--- config.mk ---
export PLATFORM = sky130hd
export DESIGN_NAME = park_gate_ctrl
export DESIGN_NICKNAME = d
export VERILOG_FILES = /design/src/rtl/park_gate_ctrl.sv
export SDC_FILE = /design/constraint.sdc
export NUM_CORES = 1
export LEC_CHECK = 0
export BUFFER_PORTS_ARGS = -buffer_cell sky130_fd_sc_hd__buf_2
export CAP_MARGIN = 20
export CORE_MARGIN = 8
export CORE_UTILIZATION = 50
export CTS_BUF_LIST = sky130_fd_sc_hd__clkbuf_16
export DETAILED_ROUTE_END_ITERATION = 12
export PLACE_DENSITY = 0.85
export RECOVER_POWER = 50
export SLEW_MARGIN = 10
export SYNTH_ARGS = -nofsm -noshare
export SYNTH_HDL_FRONTEND = slang
export SYNTH_SLANG_ARGS = --single-unit
--- constraint.sdc ---
create_clock -name clk -period 5.71 [get_ports clk]
set_input_delay 0.2855 -clock clk [delete_from_list [all_inputs] [get_ports clk]]
set_output_delay 0.2855 -clock clk [all_outputs]
set_load 0.05 [all_outputs]
--- src/rtl/park_gate_ctrl.sv ---
// Parking-lot entry gate: password check, occupancy count and blinking status LEDs.
// Define PARK_LOCKOUT_EN to add the failed-attempt lockout (tries counter, LOCKED state, alarm).
module park_gate_ctrl #(
  parameter int unsigned      CAPACITY  = 8,
  parameter int unsigned      PW_W      = 4,
  parameter logic [PW_W-1:0]  PASSWORD  = 4'b0110,
  parameter int unsigned      WAIT_CYC  = 16,
  parameter int unsigned      MAX_TRIES = 3,
  parameter int unsigned      BLINK_DIV = 4
) (
  input  logic            clk,
  input  logic            reset_n,
  input  logic            sensor_entrance,
  input  logic            sensor_exit,
  input  logic            pw_valid,
  input  logic [PW_W-1:0] pw_data,
  input  logic            car_leave,
  input  logic            admin_unlock,
  output logic            green_led,
  output logic            red_led,
  output logic            gate_open,
  output logic            full,
  output logic [7:0]      count,
  output logic            alarm
);

  localparam int unsigned WaitW = (WAIT_CYC > 1) ? $clog2(WAIT_CYC) : 1;
  localparam int unsigned DivW  = (BLINK_DIV > 1) ? $clog2(BLINK_DIV) : 1;

  typedef enum logic [2:0] {
    StIdle, StWaitPass, StWrongPass, StRightPass, StStop, StLocked
  } state_e;

  state_e           state_q, state_d;
  logic [7:0]       count_q, count_d;
  logic [WaitW-1:0] wait_q, wait_d;
  logic [DivW-1:0]  div_q, div_d;
  logic             blink_q, blink_d;
  logic             exit_q;
  logic             pw_match, exit_rise, admit, fail;

`ifdef PARK_LOCKOUT_EN
  localparam int unsigned TryW = $clog2(MAX_TRIES + 1);
  logic [TryW-1:0] tries_q, tries_d;
`else
  logic unused_admin_unlock;
  assign unused_admin_unlock = admin_unlock;
`endif

  assign pw_match  = pw_valid && (pw_data == PASSWORD);
  assign exit_rise = sensor_exit && !exit_q;
  assign full      = (count_q == 8'(CAPACITY));

  always_comb begin
    state_d = state_q;
    wait_d  = '0;
    fail    = 1'b0;
    admit   = 1'b0;
    case (state_q)
      StIdle: if (sensor_entrance && !full) state_d = StWaitPass;
      StWaitPass: begin
        if (pw_match) state_d = StRightPass;
        else if (pw_valid || (wait_q == WaitW'(WAIT_CYC - 1))) fail = 1'b1;
        else wait_d = wait_q + WaitW'(1);
      end
      StWrongPass: begin
        if (pw_match) state_d = StRightPass;
        else if (pw_valid) fail = 1'b1;
        else if (!sensor_entrance) state_d = StIdle;
      end
      StRightPass: begin
        // Tailgate check wins over a simultaneous exit edge.
        if (sensor_entrance && sensor_exit) begin
          state_d = StStop;
        end else if (exit_rise && !sensor_entrance) begin
          admit   = 1'b1;
          state_d = StIdle;
        end
      end
      StStop: if (pw_match) state_d = StRightPass;
`ifdef PARK_LOCKOUT_EN
      StLocked: if (admin_unlock) state_d = StIdle;
`endif
      default: state_d = StIdle;
    endcase

`ifdef PARK_LOCKOUT_EN
    tries_d = tries_q;
    if (fail) begin
      tries_d = tries_q + TryW'(1);
      state_d = (tries_d == TryW'(MAX_TRIES)) ? StLocked : StWrongPass;
    end
    if (state_d == StIdle || state_d == StRightPass) tries_d = '0;
`else
    if (fail) state_d = StWrongPass;
`endif
  end

  always_comb begin
    count_d = count_q;
    if (admit && !car_leave) begin
      if (count_q < 8'(CAPACITY)) count_d = count_q + 8'd1;
    end else if (car_leave && !admit) begin
      if (count_q != 8'd0) count_d = count_q - 8'd1;
    end
  end

  // Blink phase restarts high whenever the state changes.
  always_comb begin
    blink_d = blink_q;
    div_d   = div_q;
    if (state_d != state_q) begin
      blink_d = 1'b1;
      div_d   = '0;
    end else if (div_q == DivW'(BLINK_DIV - 1)) begin
      blink_d = ~blink_q;
      div_d   = '0;
    end else begin
      div_d = div_q + DivW'(1);
    end
  end

  always_ff @(posedge clk or negedge reset_n) begin
    if (!reset_n) begin
      state_q <= StIdle;
      count_q <= '0;
      wait_q  <= '0;
      div_q   <= '0;
      blink_q <= 1'b0;
      exit_q  <= 1'b0;
`ifdef PARK_LOCKOUT_EN
      tries_q <= '0;
`endif
    end else begin
      state_q <= state_d;
      count_q <= count_d;
      wait_q  <= wait_d;
      div_q   <= div_d;
      blink_q <= blink_d;
      exit_q  <= sensor_exit;
`ifdef PARK_LOCKOUT_EN
      tries_q <= tries_d;
`endif
    end
  end

  always_comb begin
    green_led = 1'b0;
    red_led   = 1'b0;
    case (state_q)
      StIdle:                        red_led   = full;
      StWaitPass:                    red_led   = 1'b1;
      StWrongPass, StStop, StLocked: red_led   = blink_q;
      StRightPass:                   green_led = blink_q;
      default:                       red_led   = 1'b0;
    endcase
  end

  assign gate_open = (state_q == StRightPass);
  assign count     = count_q;
`ifdef PARK_LOCKOUT_EN
  assign alarm = (state_q == StLocked);
`else
  assign alarm = 1'b0;
`endif

endmodule

==> results_dict.tcl <==
set metrics [dict create \
    synthArstFlopShare_pct 100 \
    fin_tns_setup_ps 0 \
    port_buffers 21 \
    slowest_delay_ps 540 \
    synth_area_sq_um 1290 \
    power.leakage_nw 0.635 \
    numCtsBuffers 3 \
    min_period_ps 3230 \
    clk_pin_slew_ps 50 \
    worst-slew-pin-transition_ps 1030 \
    relSlewSlack_pct 31.4 \
    synth_edf_count 0 \
    final_util_pct 61.0 \
    antenna_found_initial 0 \
    synth_cells 134 \
    placed_area_sq_um 1420 \
    crit_chain "nor2b_1, and2_1, nand2_1, nor3_1, ha_1, inv_1, fa_1, a21o_1, a21oi_1, o21bai_1, a21oi_1, xnor2_1, mux2_2" \
    routabilityCongestion 0.851 \
    met3_length_um 160 \
    ys.flop_type "dfrtp_1" \
    end_kind "flip-flop" \
    crit_top_cell "a21oi_1" \
    synth_top_area_share_pct 36.8 \
    ys_ff_latch 19 \
    crit_type "flip-flop to flip-flop" \
    r2r-end "count[6]" \
    worstSkewPairLatency_ps 250 \
    ys_seq_area_share_pct 36.8 \
    worstHoldPathCells 1 \
    vdd_drop_max_uv 441 \
    worstPathArrival_ps 3370 \
    cts_tree "yes" \
    drtIter0Drc 77 \
    vias 1085 \
    top_layer "met4" \
    r2r-start "state_q[1]" \
    outcome "complete, no violations" \
    cts_resized 0 \
    nFillCells 207 \
    synth_common_cells "dfrtp_1 (19), nor2_1 (11), ha_1 (9), o21ai_0 (9)" \
    holdCritPathClass "input port to flip-flop" \
    cp_slowest_cell "dfrtp_1" \
    die_area_sq_um 4470 \
    drive_above_1_share_pct 21.2 \
    ys_types 45 \
    period_share_pct 56.6 \
    holdPathEnd "exit_q" \
    met1_length_um 1200 \
    cts.sinks 19 \
    power_density_nw_per_um2 625 \
    clockRootBuffer "clkbuf_16" \
    finalPower_w 0.000936 \
    whs_ps 232 \
    first_pass_iters 4 \
    path_buf_inv 1 \
    wl_um 2830 \
    crit_family "simple AND/OR/NAND/NOR gates" \
    yosysWarningCount 0 \
    route.met2.wl_um 1420 \
    synth_fp_nets 155 \
    fin_nets 178 \
    synth.most_common_cell "dfrtp_1" \
    multi_input_comb_area_sq_um 776 \
    grt_pass1_wl_um 4930 \
    slew_violations 0 \
    hpwl_um 2070 \
    rows 18 \
    routedWlPerCell_um 15.2 \
    drv_cap 0 \
    skew_ps 4.15 \
    die_width_um 66.9 \
    regArea_sq_um 475 \
    antenna_left 0 \
    start_util_pct 52.7 \
    hold_viol 0 \
    grt_pass1_vias 1127 \
    cts_setup_buffers 0 \
    synth.avg_cell_area_sq_um 9.65 \
    cts_buffer_depth 2 \
    grt_setup_unrepaired "no" \
    stdcell_area_sq_um 1500 \
    syn2layout_area_growth_pct 15.8 \
    htreeDepth 1 \
    grt_remaining_overflow 0 \
    setup_violations 0 \
    crit_path_max_fanout 13 \
    fmax_mhz 310 \
    required_ps 5850 \
    core_sq_um 2450 \
    track_usage_pct 14.2 \
    yosysTopAreaCell "dfrtp_1" \
    grt_max_degree 20 \
    diodes 0 \
    via_per_inst 5.83 \
    die_y_um 66.9 \
    drc 0 \
    synth_area_leaders "dfrtp_1 (37%), ha_1 (8.7%), xnor2_1 (5.4%)" \
    r2r_slack_ps 2480 \
    worstRegToRegCells 13 \
    cp-start-kind "flip-flop" \
    io_pins 24 \
    worstHoldStart "sensor_exit" \
]
[cell usage in the layout, fill, tap and decap left out, types with 2 or more instances in the layout]
cell type  count
a21oi_1        8
a21oi_2        2
a31oi_1        4
and2_1         2
buf_2         15
clkbuf_1       6
clkbuf_16      3
dfrtp_1       19
ha_1           9
inv_1          6
mux2_2         6
nand2_1        7
nand3_1        4
nor2_1        11
nor2b_1        2
nor3_1         3
nor4_1         2
o21ai_0        9
o31ai_1        2
or2_2          2
xnor2_1        8
xor2_1         2
[kinds of logic (layout without fill, tap and decap cells)]
group	Yosys count	in the layout	synth area share [%]
AO/OA/AOI/OAI	37	37	19.6
XOR/XNOR	10	10	6.77
adder cells (fa/ha/maj)	10	10	10.3
buffers and inverters	10	32	3.29
flip-flops	19	19	36.8
multiplexers	6	6	5.22
other	1	1	0.290
AND/OR/NAND/NOR	41	41	17.8
[what timing repair did]
item                       4_1_cts  5_1_grt
hold buffers                     1        0
hold endpoints to repair        19        0
setup endpoints to repair        0        0
[worst max-delay path by stage]
| stage | from | end | slack (ps) | cells past startpoint |
|---|---|---|---|---|
| floorplan | state_q[1] | count[6] | 2660 | 13 |
| global placement | state_q[1] | count[6] | 2590 | 13 |
| detailed placement | state_q[1] | count[6] | 2520 | 13 |
| CTS | state_q[1] | count[6] | 2490 | 13 |
| global route | state_q[1] | count[6] | 2210 | 13 |
| finish | state_q[1] | count[6] | 2480 | 13 |
[final cells by class]
cell class | count | share of cell area, %
flip-flops and latches | 19 | 31.7
inverters | 6 | 1.50
clock buffers | 3 | 5.01
well taps | 30 | 2.51
multi-input cells | 105 | 51.8
repair buffers | 22 | 7.18
clock inverters | 1 | 0.251
[worst reg2reg max path, stage by stage, from the launching register on]
cell      delay [ps]
dfrtp_1          540
nor2b_1          270
and2_1           220
nand2_1           70
nor3_1           140
ha_1             190
inv_1            170
fa_1             460
a21o_1           200
a21oi_1          210
o21bai_1          90
a21oi_1          200
xnor2_1           90
mux2_2           260
[power by group]
group	total, W	switching (W)	internal (W)
sequential	0.000262	0.0000760	0.000186
combinational	0.000531	0.000334	0.000197
clock	0.000143	0.0000503	0.0000932
[metrics by stage]
stage	setup WS, ps	std cells
CTS	2490	186
global route	2210	186
global placement	2590	181
detailed placement	2520	181
floorplan	2660	134
finish	2480	186
[flip-flops by register name, indices dropped and copies added, names as in the netlist]
signal	flops
wait_q	4
state_q	3
div_q	2
count	8
exit_q	1
blink_q	1
[metal layers]
layer,up-vias,global-route usage [%]
li1,534,-
met1,513,16.2
met2,31,24.3
met3,7,2.85
met4,0,7.31
met5,-,0
Note: power is estimated with default switching activity, not from simulation.
